--- config.mk ---
export PLATFORM = sky130hd
export DESIGN_NAME = uart_rx_fifo
export DESIGN_NICKNAME = d
export VERILOG_FILES = /design/src/rtl/uart_pkg.sv /design/src/rtl/sync_fifo.sv /design/src/rtl/uart_rx_fifo.sv
export SDC_FILE = /design/constraint.sdc
export NUM_CORES = 1
export LEC_CHECK = 0
export CORE_MARGIN = 8
export CORE_UTILIZATION = 30
export DETAILED_ROUTE_END_ITERATION = 16
export SYNTH_ARGS = -nofsm -noshare
export SYNTH_HDL_FRONTEND = slang
export SYNTH_SLANG_ARGS = --single-unit
--- constraint.sdc ---
create_clock -name clock -period 3.4 [get_ports clock]
set_input_delay 0.68 -clock clock [delete_from_list [all_inputs] [get_ports clock]]
set_output_delay 0.68 -clock clock [all_outputs]
set_load 0.02 [all_outputs]
--- src/rtl/uart_pkg.sv ---
// Types and helpers shared by the UART receiver and its receive-side FIFO.
package uart_pkg;

    localparam int DEFAULT_WORD_WIDTH = 8;

    typedef logic [DEFAULT_WORD_WIDTH-1:0] uart_word_t;

    typedef struct packed {
        logic       error;
        uart_word_t data;
    } rx_entry_t;

    // Statistics counters stick at all-ones rather than wrapping back to zero.
    function automatic logic [7:0] sat_inc(input logic [7:0] value);
        return (value == 8'hFF) ? value : value + 8'd1;
    endfunction

endpackage

--- src/rtl/sync_fifo.sv ---
// Generic single-clock circular FIFO with wrap-bit pointers and first-word-fall-through read.
module sync_fifo #(
    parameter int WIDTH = 9,
    parameter int DEPTH = 16
) (
    input  logic                     clock,
    input  logic                     rst_n,
    input  logic                     push,
    input  logic                     pop,
    input  logic [WIDTH-1:0]         wr_data,
    output logic [WIDTH-1:0]         rd_data,
    output logic                     full,
    output logic                     empty,
    output logic [$clog2(DEPTH):0]   level
);

    localparam int AW = $clog2(DEPTH);
    localparam int PW = AW + 1;

    logic [WIDTH-1:0] mem [DEPTH];
    logic [PW-1:0]    wr_ptr;
    logic [PW-1:0]    rd_ptr;
    logic             wr_en;
    logic             rd_en;

    assign empty = (wr_ptr == rd_ptr);
    assign full  = (wr_ptr[AW] != rd_ptr[AW]) && (wr_ptr[AW-1:0] == rd_ptr[AW-1:0]);
    assign level = wr_ptr - rd_ptr;

    // A pop on a full FIFO frees the slot the simultaneous push needs.
    assign rd_en = pop & ~empty;
    assign wr_en = push & (~full | rd_en);

    assign rd_data = mem[rd_ptr[AW-1:0]];

    always_ff @(posedge clock or negedge rst_n) begin
        if (!rst_n) begin
            wr_ptr <= '0;
            rd_ptr <= '0;
        end else begin
            if (wr_en) wr_ptr <= wr_ptr + PW'(1);
            if (rd_en) rd_ptr <= rd_ptr + PW'(1);
        end
    end

    always_ff @(posedge clock) begin
        if (wr_en) mem[wr_ptr[AW-1:0]] <= wr_data;
    end

endmodule

--- src/rtl/uart_rx_fifo.sv ---
// Receive buffer behind the UART receiver: one capture per frame, drop/suppress policy
// and overflow/parity statistics around a sync_fifo.
module uart_rx_fifo
    import uart_pkg::*;
#(
    parameter int WORD_WIDTH    = DEFAULT_WORD_WIDTH,
    parameter int DEPTH         = 16,
    parameter bit DROP_ON_ERROR = 1'b0
) (
    input  logic                    clock,
    input  logic                    rst_n,
    input  logic [WORD_WIDTH-1:0]   rx_data,
    input  logic                    rx_valid,
    input  logic                    rx_error,
    output logic [WORD_WIDTH-1:0]   m_data,
    output logic                    m_error,
    output logic                    m_valid,
    input  logic                    m_ready,
    output logic [$clog2(DEPTH):0]  level,
    output logic                    overflow,
    output logic [7:0]              drop_count,
    output logic [7:0]              err_count,
    input  logic                    clear_stats
);

    logic                  valid_q;
    logic                  cap;
    logic                  push;
    logic                  drop;
    logic                  full;
    logic                  empty;
    logic [WORD_WIDTH:0]   rd_entry;

    // valid_q resets high so a level already asserted at reset release is not a new frame.
    always_ff @(posedge clock or negedge rst_n) begin
        if (!rst_n) valid_q <= 1'b1;
        else        valid_q <= rx_valid;
    end

    assign cap  = rx_valid & ~valid_q;
    assign push = cap & ~(DROP_ON_ERROR & rx_error);
    assign drop = push & full & ~m_ready;

    sync_fifo #(
        .WIDTH (WORD_WIDTH + 1),
        .DEPTH (DEPTH)
    ) u_fifo (
        .clock   (clock),
        .rst_n   (rst_n),
        .push    (push),
        .pop     (m_ready),
        .wr_data ({rx_error, rx_data}),
        .rd_data (rd_entry),
        .full    (full),
        .empty   (empty),
        .level   (level)
    );

    assign m_valid = ~empty;
    assign m_error = rd_entry[WORD_WIDTH];
    assign m_data  = rd_entry[WORD_WIDTH-1:0];

    // Clear takes priority over any increment landing on the same edge.
    always_ff @(posedge clock or negedge rst_n) begin
        if (!rst_n) begin
            overflow   <= 1'b0;
            drop_count <= '0;
            err_count  <= '0;
        end else if (clear_stats) begin
            overflow   <= 1'b0;
            drop_count <= '0;
            err_count  <= '0;
        end else begin
            if (drop) begin
                overflow   <= 1'b1;
                drop_count <= sat_inc(drop_count);
            end
            if (cap && rx_error) err_count <= sat_inc(err_count);
        end
    end

endmodule

==> summary.txt <==
Clock network
  • CTS root buffer: clkbuf_16
  • CTS Sinks: 172
  • CTS H-Tree Depth: 4
  • Worst-Skew Late Latency: 430 ps
  • Worst-path clk slew: 60 ps
  • Bufs on Longest Clock Path: 2
  • Cts repair resizes: 1
  • CTS Hold Bufs: 0
  • Post-CTS Setup Bufs: 0
  • CTS tree: done
  • Cts bufs inserted: 17

Yosys
  • Top-area cell type share of the netlist area: 0.615
  • Number of enable flip-flop cells after synthesis: roughly 140
  • Yosys top cell by area: edfxtp_1
  • Synth Cell Area: 0.00704 mm2
  • Synth cell types: between 40 and 50
  • Top post-synthesis cells by count: 144 x edfxtp_1, 36 x mux4_2, 27 x dfrtp_1
  • Top cells by area, synth: edfxtp_1 61%, mux4_2 12%, dfrtp_1 9.6%, ha_1 2.0%, a22oi_1 1.9%
  • Most frequent cell after synthesis: edfxtp_1
  • Ys Warns: 0
  • Syn_area_per_cell: roughly 18 um2
  • Post-synth top flop: edfxtp_1
  • Share of flip-flops with an asynchronous set or reset: 0.163
  • Register area share after synthesis: 0.714
  • Post-Syn Nets: about 420
  • Gate Count Post-Synth: 397
  • Flops & latches, synth: 172

STA
  • Count of final setup violators: 0
  • Total negative slack: 0 ps
  • Worst slew margin: 0.359
  • Worst Clk Skew: 21.0 ps
  • Actual slew at the worst max-slew pin: between 900 and 1000 ps
  • Slew Viols, Final: 0
  • RSZ-0062 raised after global routing: false
  • Minimum clock period: 3250 ps
  • Hold Fails Final Rpt: 0
  • Final period util: 0.957
  • Fmax: a little over 0.3 GHz
  • Fin Hold WS: 495 ps

Setup path
  • Crit. Startpoint: u_fifo.rd_ptr[0]$_DFFE_PN0P_
  • Slowest stage delay, CP: roughly 550 ps
  • Arr. time, crit path: ~2600 ps
  • CP max-delay cell: clkdlybuf4s50_1
  • Crit Reg-Reg Endpoint: drop_count[7]$_DFFE_PN0P_
  • Cell breakdown of the critical path: buf_12 > mux4_2 > a22oi_1 > nand2_1 > clkdlybuf4s50_1
  • Worst r2r src: u_fifo.rd_ptr[2]$_DFFE_PN0P_
  • Startpoint types: register
  • Crit path required time: about 2700 ps
  • Crit path capture type: primary output
  • R2R depth: 6
  • Setup CP Type: reg -> out
  • R2R Setup Slk: just under 800 ps
  • CP max FO: 18

Power and ir drop
  • P_leak: roughly 2.9 nW
  • NetSw: between 2 and 2.5 mW
  • Internal Pwr Total: about 4.5 mW
  • Sw Ratio: 0.330
  • Pwr dens: approximately 790 mW/mm2
  • VDD IR max: about 0.93 mV
  • Reg power frac: 0.380
  • Clock share of power: 0.258
  • Combinational share of power: 0.362

Route
  • Antenna violation net count after detailed routing: 0
  • Routed len/inst: a little under 20 um
  • Pre-antenna DRT Iters: 4
  • Detailed Route WL: approximately 16000 um
  • Post-route DRC: 0
  • Vias per Instance: 4.81
  • 1st-iter DRT viols: roughly 230
  • Vias: 3853

Global routing
  • Vias in the first global route: about 4100
  • Met1 usage: 0.142
  • Grt peak-use layer: met2
  • Initial antenna violation count: 0
  • GR Layer Usage met2: 0.188
  • Met3 usage: 0.0323
  • Gr ovfl total: 0
  • GRT Util Overall: 0.114
  • First-pass GRT wire length: about 24000 um
  • Largest net degree at the start of global routing: 39

Floorplanning
  • Die Wd: ~170 um
  • Initial Util: 0.302
  • IO Pins: 46
  • Die area: between 0.02 and 0.03 mm2
  • Chip height: about 170 um
  • Cell Rows: 56
  • Placeable Area: approximately 0.023 mm2

Cells and area
  • # fillers: around 2200
  • Total inserted antenna cells: 0
  • Nets@finish: roughly 500
  • Layout area overhead: 21.7%
  • Share of cells above drive strength 1: 0.185

Hold path
  • Hold Crit Start: u_fifo.wr_ptr[4]$_DFFE_PN0P_
  • WHS Endpoint: u_fifo.wr_ptr[4]$_DFFE_PN0P_
  • Worst Hold Depth: 1
  • Min-Delay Path Class: reg -> reg

Placed design
  • DPL Wire Length: 10300 um
  • PortBufs: 45
  • RePlAce Congestion: around 0.76

Job
  • MaxCap Viol Count: 0

Status
  • Status: finished, final reports clean
## cell type report
class / count / area (um2) / share of cell area
sequential: 172 / 5030 / 0.587
clock inverter: 12 / 88.8 / 0.0104
multi-input combinational: 200 / 1920 / 0.224
tap: 319 / 399 / 0.0466
timing repair buffer: 67 / 649 / 0.0759
inverter: 11 / 41.3 / 0.00482
clock buffer: 20 / 437 / 0.0510
## critical path: cells and delay by family, from the launching register on
family | cells | cell delay [ps]
flip-flops | 1 | 480
AO/OA/AOI/OAI | 1 | 270
buffers and inverters | 2 | 780
multiplexers | 1 | 520
AND/OR/NAND/NOR | 1 | 100
## power groups by stage
stage / logic [mW] / registers (mW) / clock network (mW)
2_1_floorplan: 1.51 / 2.55 / 0
3_3_place_gp: 2.49 / 2.59 / 0
3_5_place_dp: 2.51 / 2.60 / 0
4_1_cts: 2.50 / 2.56 / 1.77
5_1_grt: 2.64 / 2.57 / 1.85
6_report: 2.43 / 2.56 / 1.73
## layer usage
metal	routed length, um	vias to the layer above
li1	-	1753
met5	0	-
met1	6950	2007
met3	710	12
met2	7710	81
met4	187	0
## state kept, by name, indices dropped and copies added (netlist names)
name / count
u_fifo.wr_ptr: 5
overflow: 1
err_count: 8
drop_count: 8
u_fifo.mem: 144
valid_q: 1
u_fifo.rd_ptr: 5
## kinds of logic after synthesis
family / synth area share
simple gates: 0.0621
compound gates: 0.0532
fa+ha+maj: 0.0224
buf+inv: 0.0139
mux: 0.118
xor+xnor: 0.0162
flops: 0.714
## through the flow
step | instance area, um2 | utilization | power, mW | setup WS (ps) | cells
final | 8560 | 0.368 | 6.72 | 145 | 801
after global routing | 8560 | 0.368 | 7.07 | 16.8 | 801
after CTS | 8550 | 0.367 | 6.83 | 13.8 | 801
after detailed placement | 8020 | 0.345 | 5.11 | 328 | 769
after global placement | 8020 | 0.345 | 5.08 | 386 | 769
after floorplan | 7040 | - | 4.06 | 492 | 397
## worst max path at each step
stage / to / slack, ps / depth (start not counted)
after floorplan: drop_count[7]$_DFFE_PN0P_ / 490 / 9
after global placement: drop_count[7]$_DFFE_PN0P_ / 390 / 5
after detailed placement: drop_count[7]$_DFFE_PN0P_ / 330 / 5
after CTS: m_data[3] / 10 / 5
after global routing: m_data[2] / 20 / 5
final: m_data[6] / 150 / 5
## layout by cell type, fill, tap and decap left out, types with 5 or more instances in the layout
cell type / Yosys / layout
nand3_1: 6 / 6
nand2_1: 21 / 21
mux4_2: 36 / 36
a22oi_1: 18 / 17
ha_1: 11 / 11
and3_1: 6 / 6
nor3_1: 6 / 6
buf_4: 0 / 20
o21ai_0: 7 / 7
nor2_1: 11 / 11
clkdlybuf4s50_1: 0 / 40
xnor2_1: 9 / 9
a21oi_1: 9 / 9
dfrtp_1: 27 / 26
inv_1: 11 / 11
a31oi_1: 5 / 5
edfxtp_1: 144 / 144
clkinvlp_4: 0 / 5
nand4_1: 6 / 6
and2_1: 12 / 12
clkbuf_16: 0 / 17
Note: power is estimated with default switching activity, not from simulation.
